<file path="config.mk">
export PLATFORM = sky130hd
export DESIGN_NAME = vram_scroll_ctrl
export DESIGN_NICKNAME = d
export VERILOG_FILES = /design/src/rtl/vram_ctrl_pkg.sv /design/src/rtl/vram_scroll_ctrl.sv
export SDC_FILE = /design/constraint.sdc
export NUM_CORES = 1
export LEC_CHECK = 0
export ABC_CLOCK_PERIOD_IN_PS = 4150
export CAP_MARGIN = 30
export CORE_MARGIN = 2
export CORE_UTILIZATION = 41
export DETAILED_ROUTE_END_ITERATION = 10
export GPL_TIMING_DRIVEN = 0
export PLACE_DENSITY = 0.87
export SYNTH_ARGS = -nofsm -noshare
export SYNTH_HDL_FRONTEND = slang
export SYNTH_SLANG_ARGS = --single-unit
</file>
<file path="constraint.sdc">
create_clock -name i_clk -period 4.15 [get_ports i_clk]
set_clock_uncertainty 0.15 [all_clocks]
set_input_delay 0.83 -clock i_clk [delete_from_list [all_inputs] [get_ports i_clk]]
set_output_delay 0.83 -clock i_clk [all_outputs]
set_load 0.01 [all_outputs]
</file>
<file path="src/rtl/vram_ctrl_pkg.sv">
// Shared types and constants for the text-mode VRAM port-A sequencer.
// The ops, FSM states and address-space markers live here so that the RTL and any tooling agree on them.
package vram_ctrl_pkg;

  typedef enum logic {
    OP_CLEAR     = 1'b0,
    OP_SCROLL_UP = 1'b1
  } op_e;

  typedef enum logic [2:0] {
    ST_IDLE,
    ST_RD,
    ST_WR,
    ST_FILL,
    ST_DONE
  } state_e;

  localparam int VRAM_WORDS    = 600;
  localparam int CTRL_ADDR_BIT = 11;

endpackage

</file>
<file path="src/rtl/vram_scroll_ctrl.sv">
// Port-A arbiter for the 80x30 text VRAM: passes CPU Avalon accesses through when idle,
// otherwise runs the CLEAR / SCROLL_UP bulk engine and stalls the CPU.
module vram_scroll_ctrl
  import vram_ctrl_pkg::*;
#(
  parameter int WORDS_PER_ROW = 20,
  parameter int NUM_ROWS      = 30,
  parameter int ADDR_W        = 11
) (
  input  logic              i_clk,
  input  logic              i_rst_n,
  input  logic              i_cmd_valid,
  output logic              o_cmd_ready,
  input  logic              i_cmd_op,
  input  logic [31:0]       i_cmd_fill,
  output logic              o_busy,
  output logic              o_done,
  input  logic              i_cpu_read,
  input  logic              i_cpu_write,
  input  logic [11:0]       i_cpu_addr,
  input  logic [3:0]        i_cpu_byte_en,
  input  logic [31:0]       i_cpu_wdata,
  output logic [31:0]       o_cpu_rdata,
  output logic              o_cpu_waitrequest,
  output logic [ADDR_W-1:0] o_ram_addr,
  output logic [3:0]        o_ram_byteena,
  output logic [31:0]       o_ram_data,
  output logic              o_ram_wren,
  output logic              o_ram_rden,
  input  logic [31:0]       i_ram_q
);

  localparam logic [ADDR_W-1:0] ROW_STRIDE = ADDR_W'(WORDS_PER_ROW);
  localparam logic [ADDR_W-1:0] LAST_COPY  = ADDR_W'((NUM_ROWS - 1) * WORDS_PER_ROW - 1);
  localparam logic [ADDR_W-1:0] LAST_FILL  = ADDR_W'(NUM_ROWS * WORDS_PER_ROW - 1);

  state_e            r_state;
  logic [ADDR_W-1:0] r_cnt;
  logic [31:0]       r_fill;

  logic w_idle;
  logic w_cpu_ctrl;
  logic w_accept;

  assign w_idle     = (r_state == ST_IDLE);
  assign w_cpu_ctrl = i_cpu_addr[CTRL_ADDR_BIT];
  // The CPU wins a same-cycle conflict; the command simply waits a cycle.
  assign w_accept   = i_cmd_valid && o_cmd_ready;

  assign o_cmd_ready       = w_idle && !(i_cpu_read || i_cpu_write);
  assign o_busy            = !w_idle;
  assign o_done            = (r_state == ST_DONE);
  assign o_cpu_waitrequest = !w_idle;
  assign o_cpu_rdata       = i_ram_q;

  always_comb begin
    o_ram_addr    = i_cpu_addr[ADDR_W-1:0];
    o_ram_byteena = i_cpu_byte_en;
    o_ram_data    = i_cpu_wdata;
    o_ram_rden    = 1'b0;
    o_ram_wren    = 1'b0;
    case (r_state)
      ST_IDLE: begin
        o_ram_rden = i_cpu_read && !w_cpu_ctrl;
        o_ram_wren = i_cpu_write && !w_cpu_ctrl;
      end
      ST_RD: begin
        o_ram_rden = 1'b1;
        o_ram_addr = r_cnt + ROW_STRIDE;
      end
      ST_WR: begin
        // Data read from the row below in the previous cycle is written straight back.
        o_ram_wren    = 1'b1;
        o_ram_addr    = r_cnt;
        o_ram_data    = i_ram_q;
        o_ram_byteena = 4'hF;
      end
      ST_FILL: begin
        o_ram_wren    = 1'b1;
        o_ram_addr    = r_cnt;
        o_ram_data    = r_fill;
        o_ram_byteena = 4'hF;
      end
      default: begin
        o_ram_rden = 1'b0;
        o_ram_wren = 1'b0;
      end
    endcase
  end

  always_ff @(posedge i_clk) begin
    if (!i_rst_n) begin
      r_state <= ST_IDLE;
      r_cnt   <= '0;
      r_fill  <= '0;
    end else begin
      case (r_state)
        ST_IDLE: begin
          if (w_accept) begin
            r_fill  <= i_cmd_fill;
            r_cnt   <= '0;
            r_state <= (op_e'(i_cmd_op) == OP_SCROLL_UP) ? ST_RD : ST_FILL;
          end
        end
        ST_RD: r_state <= ST_WR;
        ST_WR: begin
          r_cnt   <= r_cnt + 1'b1;
          r_state <= (r_cnt == LAST_COPY) ? ST_FILL : ST_RD;
        end
        ST_FILL: begin
          if (r_cnt == LAST_FILL) begin
            r_state <= ST_DONE;
          end else begin
            r_cnt <= r_cnt + 1'b1;
          end
        end
        ST_DONE: r_state <= ST_IDLE;
        default: r_state <= ST_IDLE;
      endcase
    end
  end

endmodule

</file>
==> results of run 1 <==
[kinds of logic (layout without fill, tap and decap cells)]
| group | after synthesis | count (layout) | share of synthesized area (%) |
|---|---|---|---|
| AOI/OAI and AO/OA | 118 | 118 | 22.6 |
| adders and majority gates | 5 | 5 | 1.87 |
| buffers and inverters | 71 | 281 | 13.2 |
| DFF | 46 | 46 | 27.6 |
| muxes | 34 | 34 | 10.2 |
| and+or+nand+nor | 178 | 178 | 24.6 |
[state kept, by name (all words and copies together), names as in the netlist]
| signal | count |
|---|---|
| r_cnt | 11 |
| r_state | 3 |
| r_fill | 32 |
[area by class of cell]
type | count | area [um2] | share of cell area, %
tap | 102 | 128 | 2.29
sequential | 46 | 921 | 16.5
timing repair buffer | 202 | 2020 | 36.3
clock buffer | 6 | 72.6 | 1.30
multi-input combinational | 335 | 1980 | 35.5
buffer | 66 | 422 | 7.57
inverter | 5 | 18.8 | 0.337
clock inverter | 2 | 13.8 | 0.247
[through the flow]
step           instance area, um2  setup WS, ns  utilization (%)  std cells
2_1_floorplan                3340          1.89                -        452
3_3_place_gp                 5490         0.949             70.3        756
3_5_place_dp                 5490         0.900             70.3        756
4_1_cts                      5570         0.681             71.4        764
5_1_grt                      5570         0.484             71.4        764
6_report                     5570         0.682             71.4        764
[critical path, cell delays in order (launching register included)]
cell,delay (ns)
dfxtp_1,0.32
clkbuf_2,0.20
nand2b_1,0.21
buf_4,0.20
clkbuf_1,0.41
nand2_1,0.09
o21ai_0,0.15
clkdlybuf4s50_1,0.61
[per-layer routing]
metal  global-route usage [%]  vias to the layer above  routed length [um]
met4                     8.33                        0                 304
met2                     48.7                      177                6190
li1                         -                     1948                   -
met5                        0                        -                   0
met1                     29.2                     1801                4490
met3                     7.46                       26                1070
[placed cells by master, fill, tap and decap left out, types with 5 or more instances in the layout]
cell type and instances:
mux2i_1 34, a21oi_1 6, clkdlybuf4s50_1 202, clkbuf_8 5
clkbuf_1 18, nand2_1 120, dfxtp_1 46, a21boi_1 29
buf_2 9, buf_4 35, nor3_1 9, nor2_1 12
nand2b_1 7, inv_1 5, nand3_1 8, o21ai_0 47
ha_1 5
[final timing paths]
check / depth (start not counted) / to / startpoint / slack, ns
worst min-delay path: 2 / r_fill[21] / r_fill[21] / 0.31
worst min register to register: 2 / r_fill[21] / r_fill[21] / 0.31
worst max register to register: 6 / r_cnt[3] / r_cnt[3] / 2.21
worst max-delay path: 7 / o_ram_data[11] / r_state[2] / 0.68
[report_power, final]
group / internal [uW] / leakage, uW / switching, uW / total, uW
combinational: 272 / 0.00172 / 171 / 443
sequential: 453 / 0.000373 / 8.14 / 461
clock: 119 / 0.0000452 / 159 / 279
==> metrics.txt, run 1 <==
status=complete, no violations; Cell Pwr Density=212 nW/um2; Worst slew margin=64.8%; Routed Antenna Nets=0; via/cell ratio=5.17; layout cells sized above 1=9.67%; leakage=0.00214 uW; Post-synth top flop=dfxtp_1; synthesis-to-layout area growth=67.0%; setup TNS=0 ns; row count=32; final hold slack=0.307 ns; WP data arrival=2.49 ns; Maximum Capacitance Violations=0; ant diodes=0; worst path required time=3.17 ns; # fillers=594; flops & latches, synth=46; hold buffer count at CTS=0; Routed WL=12100 um; die area=8880 um2; Syn Inst Count=452; Seq/Total Area, Yosys=27.6%; initial antenna violation count=0; CTS tree=built; cell taking the most area after synthesis=dfxtp_1; Worst setup SP type=flip-flop; Post-synth ARST share=0%; yosys warns=0; Port-buffer cells=202; routed vias=3952; DP HPWL=9560 um; CP Capture Type=primary output; Worst-Skew Late Latency=0.30 ns; number of flops mapped to enable cells by yosys=0; Peak VDD IR=0.162 mV; cell area after synthesis=3340 um2; Setup-failing EPs final=0; clock sinks=46; Final Max Tran Viols=0; CTS max path bufs=2; syn_area_per_cell=7.38 um2; final RePlAce weighted congestion=0.893; grt ovf=0; Core Area=7810 um2; total global-route track usage=26.5%; RSZ-0062 raised after global routing=no; Initial Util=42.7%; maximum fanout along the worst path=10; die height=94.2 um; post-CTS setup buffers=0; Synthesized Nets=575; top-area cell type share of the netlist area=27.6%; Clock Tree Root=clkbuf_8; initial drt markers=166; Final min period=3.47 ns; Worst-Margin Slew=0.527 ns; Ports=203; Die Span X=94.2 um; H-tree depth=2; routed len/inst=15.8 um; vias in the first global route=3948; Nets=784; Max Clock Freq=0.288 GHz; first-pass iteration count of the detailed router=4; first-pass GRT wire length=18600 um; clock slew at reported path FFs=0.09 ns; Residual DRC=0; total CTS buffers=5; type of the most critical hold path=flip-flop to flip-flop; Period Utilization, post-route=83.6%; Distinct cells, synth=50; most frequent cell after synthesis=nand2_1; Final Hold Fails=0; Power Total=1180 uW; PostCTS Resize Cnt=0; synth top area cells=dfxtp_1 (28%), nand2_1 (13%), mux2i_1 (10%), buf_4 (7.9%), o21ai_0 (7.0%); Commonest cells post-synth=nand2_1 (120), o21ai_0 (47), dfxtp_1 (46); largest net degree at the start of global routing=15; CP Class=flip-flop to primary output
No activity file was read; power rests on OpenSTA's default activity.
==> run 2, diff against run 1 <==
--- a/config.mk
+++ b/config.mk
@@ -5,13 +5,13 @@
 export SDC_FILE = /design/constraint.sdc
 export NUM_CORES = 1
 export LEC_CHECK = 0
-export ABC_CLOCK_PERIOD_IN_PS = 4150
+export ABC_CLOCK_PERIOD_IN_PS = 3400
 export CAP_MARGIN = 30
 export CORE_MARGIN = 2
-export CORE_UTILIZATION = 41
+export CORE_UTILIZATION = 38
 export DETAILED_ROUTE_END_ITERATION = 10
 export GPL_TIMING_DRIVEN = 0
-export PLACE_DENSITY = 0.87
+export PLACE_DENSITY = 0.82
 export SYNTH_ARGS = -nofsm -noshare
 export SYNTH_HDL_FRONTEND = slang
 export SYNTH_SLANG_ARGS = --single-unit
==> constraint.sdc (replaced) <==
create_clock -name i_clk -period 3.4 [get_ports i_clk]
set_clock_uncertainty 0.15 [all_clocks]
set_input_delay 0.68 -clock i_clk [delete_from_list [all_inputs] [get_ports i_clk]]
set_output_delay 0.68 -clock i_clk [all_outputs]
set_load 0.01 [all_outputs]
==> metrics.txt, run 2 (synthesized netlist as in run 1, its figures left out) <==
status=complete, no violations (unchanged); via/cell ratio=5.11 (was 5.17); Residual DRC=0 (unchanged); CTS max path bufs=2 (unchanged); hold buffer count at CTS=0 (unchanged); biggest regs=r_fill x32, r_cnt x11, r_state x3 (unchanged); hold-critical path endpoint=r_fill[23] (was r_fill[21]); metal2 WL=6090 um (was 6190 um); synthesis-to-layout area growth=68.0% (was 67.0%); Port-buffer cells=202 (unchanged); # fillers=750 (was 594); R2R cell count=7 (was 6); Routed Antenna Nets=0 (unchanged); Period Utilization, post-route=94.5%; Crit-path slowest cell=clkdlybuf4s50_1 (unchanged); Worst setup SP type=flip-flop (unchanged); Hold Path Stages=2 (unchanged); number of flip-flops in the largest register=32 (unchanged); Sw Share=27.2% (was 28.6%); wl on met1=4700 um (was 4490 um); HP Start=r_fill[23] (was r_fill[21]); initial antenna violation count=0 (unchanged); layout cells sized above 1=10.3% (was 9.67%); Reg power frac=37.0% (was 39.0%); maximum fanout along the worst path=19 (was 10); final hold slack=0.312 ns (was 0.307 ns); Clock Tree Root=clkbuf_8 (unchanged); Core Area=8640 um2 (was 7810 um2); FF-to-FF setup slack=1.42 ns (was 2.21 ns); reg2reg start=r_state[2] (was r_cnt[3]); first-pass iteration count of the detailed router=4 (unchanged); Top reg by flops=r_fill (unchanged); DP HPWL=9680 um (was 9560 um); most frequent cells in the layout=clkdlybuf4s50_1 (202), nand2_1 (120), o21ai_0 (47) (unchanged); CP Class=flip-flop to primary output (unchanged); Cell Pwr Density=271 nW/um2 (was 212 nW/um2); largest net degree at the start of global routing=16 (was 15); Clock Power Share=27.3% (was 23.6%); Finished Layout Cells=769 (was 764); type of the most critical hold path=flip-flop to flip-flop (unchanged); Final Core Density=64.9% (was 71.4%); RR Endpoint=r_cnt[4] (was r_cnt[3]); Final Hold Fails=0 (unchanged); Worst-Margin Slew=0.512 ns (was 0.527 ns); P_sw=413 uW (was 338 uW); vias in the first global route=3945 (was 3948); die area=9550 um2 (was 8880 um2); die height=97.7 um (was 94.2 um); H-tree depth=2 (unchanged); total global-route track usage=24.7% (was 26.5%); Worst-Skew Late Latency=0.30 ns (about the same); worst path required time=2.57 ns (was 3.17 ns); routed vias=3929 (was 3952); total CTS buffers=5 (unchanged); clock slew at reported path FFs=0.09 ns (about the same); final RePlAce weighted congestion=0.921 (was 0.893); Die Span X=97.7 um (was 94.2 um); Final Max Tran Viols=0 (unchanged); combinational share of power=35.7% (was 37.5%); Initial Util=38.6% (was 42.7%); CP Capture Type=primary output (unchanged); initial drt markers=132 (was 166); Ports=203 (unchanged); WP data arrival=2.38 ns (was 2.49 ns); placed cells=762 (was 756); CP dominant cell by count=clkbuf_2; post-CTS setup buffers=0 (unchanged); ant diodes=0 (unchanged); Power Total=1520 uW (was 1180 uW); routed len/inst=15.7 um (was 15.8 um); Max Clock Freq=0.311 GHz; leakage=0.00216 uW (was 0.00214 uW); Maximum Capacitance Violations=0 (unchanged); CP max stage delay=0.60 ns (was 0.61 ns); row count=34 (was 32); Final min period=3.21 ns; RSZ-0062 raised after global routing=no (unchanged); Setup-failing EPs final=0 (unchanged); Peak VDD IR=0.187 mV (was 0.162 mV); DR WL met3=1000 um (was 1070 um); Worst slew margin=65.9% (was 64.8%); Routed WL=12100 um (about the same); Nets=783 (was 784); most common cell after layout, fill and taps aside=clkdlybuf4s50_1 (unchanged); clock sinks=46 (unchanged); cells along the critical path=clkbuf_2 > nand2b_1 > buf_4 > clkbuf_2 > nand2_1 > o21ai_0 > clkdlybuf4s50_1 (was clkbuf_2 > nand2b_1 > buf_4 > clkbuf_1 > nand2_1 > o21ai_0 > clkdlybuf4s50_1); first-pass GRT wire length=19300 um (was 18600 um); Top Metal Used=met4 (unchanged); setup TNS=0 ns (unchanged); CTS tree=built (unchanged); P_int=1110 uW (was 844 uW); grt ovf=0 (unchanged)
run 2: cell types whose count changed in the layout (fill, tap and decap cells not counted):
cell	before	now
bufinv_16	0	1
clkbuf_2	1	4
clkbuf_1	18	13
inv_6	0	1
clkinv_4	1	0
run 2: stage by stage:
step	setup slack, ns	instance area (um2)
after floorplan	1.29	3340
after global placement	0.443	5490
after detailed placement	0.444	5490
after CTS	0.113	5610
after global routing	0.0276	5610
final	0.188	5610
run 2: layer usage:
metal	vias up	track usage, %
li1	1943	-
met1	1776	28.1
met2	181	44.7
met3	29	6.69
met4	0	7.91
met5	-	0
run 2: area by class of cell:
type	instances	area, um2	share of cell area [%]
flip-flops and latches	46	921	16.4
repair buffers	202	2020	36.1
clock inverters	3	43.8	0.781
multi-input cells	335	1980	35.2
plain buffers	65	422	7.52
well taps	108	135	2.41
inverters	5	18.8	0.335
clock buffers	5	68.8	1.23
run 2: timing repair:
| action | in CTS | in global routing |
|---|---|---|
| endpoints found under the setup margin | 0 | 11 |
| gates resized for setup | 0 | 6 |
| endpoints found under the hold margin | 0 | 0 |
run 2: critical path, delay by kind of cell, from the launching register on:
kind / cells / cell delay (ns)
AO/OA/AOI/OAI: 1 / 0.14
AND/OR/NAND/NOR: 2 / 0.28
flip-flops: 1 / 0.31
buffers and inverters: 4 / 1.35
run 2: power groups by stage:
stage               clock network [uW]  registers, uW  logic, uW
floorplan                            0            571        215
global placement                     0            574        535
detailed placement                   0            575        543
CTS                                424            562        546
global route                       446            564        581
finish                             415            562        542
run 2: worst max path at each step:
stage	startpoint	end	slack, ns	cells past startpoint
after floorplan	r_cnt[2]	o_ram_addr[8]	1.29	5
after global placement	r_state[2]	o_ram_data[12]	0.44	7
after detailed placement	r_state[2]	o_ram_data[12]	0.44	7
after CTS	r_state[2]	o_ram_data[12]	0.11	7
after global routing	r_state[2]	o_ram_data[10]	0.03	6
final	r_state[2]	o_ram_data[12]	0.19	7
==> run 3, diff against run 2 <==
--- a/config.mk
+++ b/config.mk
@@ -8,10 +8,10 @@
 export ABC_CLOCK_PERIOD_IN_PS = 3400
 export CAP_MARGIN = 30
 export CORE_MARGIN = 2
-export CORE_UTILIZATION = 38
+export CORE_UTILIZATION = 35
 export DETAILED_ROUTE_END_ITERATION = 10
 export GPL_TIMING_DRIVEN = 0
-export PLACE_DENSITY = 0.82
+export PLACE_DENSITY = 0.76
 export SYNTH_ARGS = -nofsm -noshare
 export SYNTH_HDL_FRONTEND = slang
 export SYNTH_SLANG_ARGS = --single-unit
==> metrics.txt, run 3 (synthesized netlist as in run 1, its figures left out) <==
Worst-Margin Slew=0.510 ns (was 0.512 ns); largest net degree at the start of global routing=15 (was 16); layout cells sized above 1=10.1% (was 10.3%); die height=102 um (was 97.7 um); placed cells=783 (was 762); Die Span X=102 um (was 97.7 um); total global-route track usage=23.9% (was 24.7%); Setup-failing EPs final=0 (unchanged); RSZ-0062 raised after global routing=no (unchanged); Nets=784 (was 783); most frequent cells in the layout=clkdlybuf4s50_1 (202), nand2_1 (120), o21ai_0 (47) (unchanged); Routed Antenna Nets=0 (unchanged); initial antenna violation count=0 (unchanged); CTS tree=built (unchanged); hold buffer count at CTS=0 (unchanged); Finished Layout Cells=791 (was 769); status=complete, no violations (unchanged); Ports=203 (unchanged); leakage=0.00214 uW (was 0.00216 uW); H-tree depth=2 (unchanged); clock slew at reported path FFs=0.09 ns (about the same); Worst-Skew Late Latency=0.30 ns (about the same); Period Utilization, post-route=95.6% (was 94.5%); post-CTS setup buffers=0 (unchanged); first-pass GRT wire length=19400 um (was 19300 um); Worst setup SP type=flip-flop (unchanged); clock sinks=46 (unchanged); Max Clock Freq=0.308 GHz (was 0.311 GHz); most common cell after layout, fill and taps aside=clkdlybuf4s50_1 (unchanged); Clock Power Share=23.5% (was 27.3%); Residual DRC=0 (unchanged); Final Hold Fails=0 (unchanged); vias in the first global route=3957 (was 3945); grt ovf=0 (unchanged); Routed WL=12600 um (was 12100 um); synthesis-to-layout area growth=68.1% (was 68.0%); Maximum Capacitance Violations=0 (unchanged); Reg power frac=38.9% (was 37.0%); Core Area=9240 um2 (was 8640 um2); type of the most critical hold path=flip-flop to flip-flop (unchanged); DP HPWL=10000 um (was 9680 um); Worst slew margin=66.0% (was 65.9%); Final Max Tran Viols=0 (unchanged); final RePlAce weighted congestion=0.923 (was 0.921); total CTS buffers=5 (unchanged); setup TNS=0 ns (unchanged); WP data arrival=2.42 ns (was 2.38 ns); Final min period=3.25 ns (was 3.21 ns); Clock Tree Root=clkbuf_8 (unchanged); CP Class=flip-flop to primary output (unchanged); first-pass iteration count of the detailed router=4 (unchanged); Top reg by flops=r_fill (unchanged); maximum fanout along the worst path=10 (was 19); via/cell ratio=5.05 (was 5.11); CP Capture Type=primary output (unchanged); worst path required time=2.57 ns (about the same); initial drt markers=127 (was 132); # fillers=854 (was 750); CTS max path bufs=2 (unchanged); number of flip-flops in the largest register=32 (unchanged); Peak VDD IR=0.140 mV (was 0.187 mV); biggest regs=r_fill x32, r_cnt x11, r_state x3 (unchanged); die area=10300 um2 (was 9550 um2); ant diodes=0 (unchanged); P_sw=416 uW (was 413 uW); row count=35 (was 34); Sw Share=28.7% (was 27.2%); P_int=1030 uW (was 1110 uW); combinational share of power=37.6% (was 35.7%); Power Total=1450 uW (was 1520 uW); routed vias=3995 (was 3929); Port-buffer cells=202 (unchanged); routed len/inst=15.9 um (was 15.7 um); Cell Pwr Density=258 nW/um2 (was 271 nW/um2); Initial Util=36.1% (was 38.6%)
-- run 3: cell types whose count changed in the layout (fill, tap and decap cells not counted) --
cell and delta:
inv_6 -1, clkinv_4 +1, clkbuf_1 +2, bufinv_16 -1
-- run 3: critical path, stage by stage, from the launching register on --
cell and delay, ns:
dfxtp_1 0.31, clkbuf_2 0.18, nand2b_1 0.21, buf_4 0.21, clkbuf_1 0.42, nand2_1 0.11, o21ai_0 0.10, clkdlybuf4s50_1 0.57
-- run 3: per-stage QoR --
step	utilization (%)	hold slack (ns)	cell area, um2	setup WS [ns]
after floorplan	-	0.285	3340	1.29
after global placement	59.7	0.291	5520	0.424
after detailed placement	59.7	0.296	5520	0.413
after CTS	60.7	0.308	5610	0.0714
after global routing	60.7	0.331	5610	0.0120
final	60.7	0.307	5610	0.149
-- run 3: timing repair --
item	in CTS	in global routing
endpoints found under the hold margin	0	0
endpoints found under the setup margin	0	15
gates resized for setup	0	6
-- run 3: layout make-up --
cell class,count,area (um2),area share (%)
Clock inverter,2,13.8,0.245
Buffer,66,425,7.58
Inverter,5,18.8,0.335
Clock buffer,6,72.6,1.29
Multi-Input combinational cell,335,1980,35.2
Sequential cell,46,921,16.4
Timing Repair Buffer,202,2020,36.0
Tap cell,129,161,2.88
-- run 3: final timing paths --
check | startpoint | to | slack (ns) | cells past startpoint
hold / removal | r_fill[14] | r_fill[14] | 0.31 | 2
hold reg to reg | r_fill[14] | r_fill[14] | 0.31 | 2
setup reg to reg | r_cnt[3] | r_cnt[1] | 1.36 | 6
setup / recovery | r_state[2] | o_ram_data[6] | 0.15 | 7
-- run 3: power groups by stage --
stage                     Sequential (uW)  Clock (uW)  Combinational (uW)
after floorplan                       571           0                 215
after global placement                574           0                 540
after detailed placement              575           0                 544
after CTS                             562         345                 547
after global routing                  564         368                 582
final                                 562         341                 544
-- run 3: layer usage --
layer	wire [um]	GRT usage, %	vias to the layer above
li1	-	-	1952
met1	5030	28.1	1861
met2	6390	42.5	163
met3	965	6.83	19
met4	220	6.13	0
met5	0	0	-
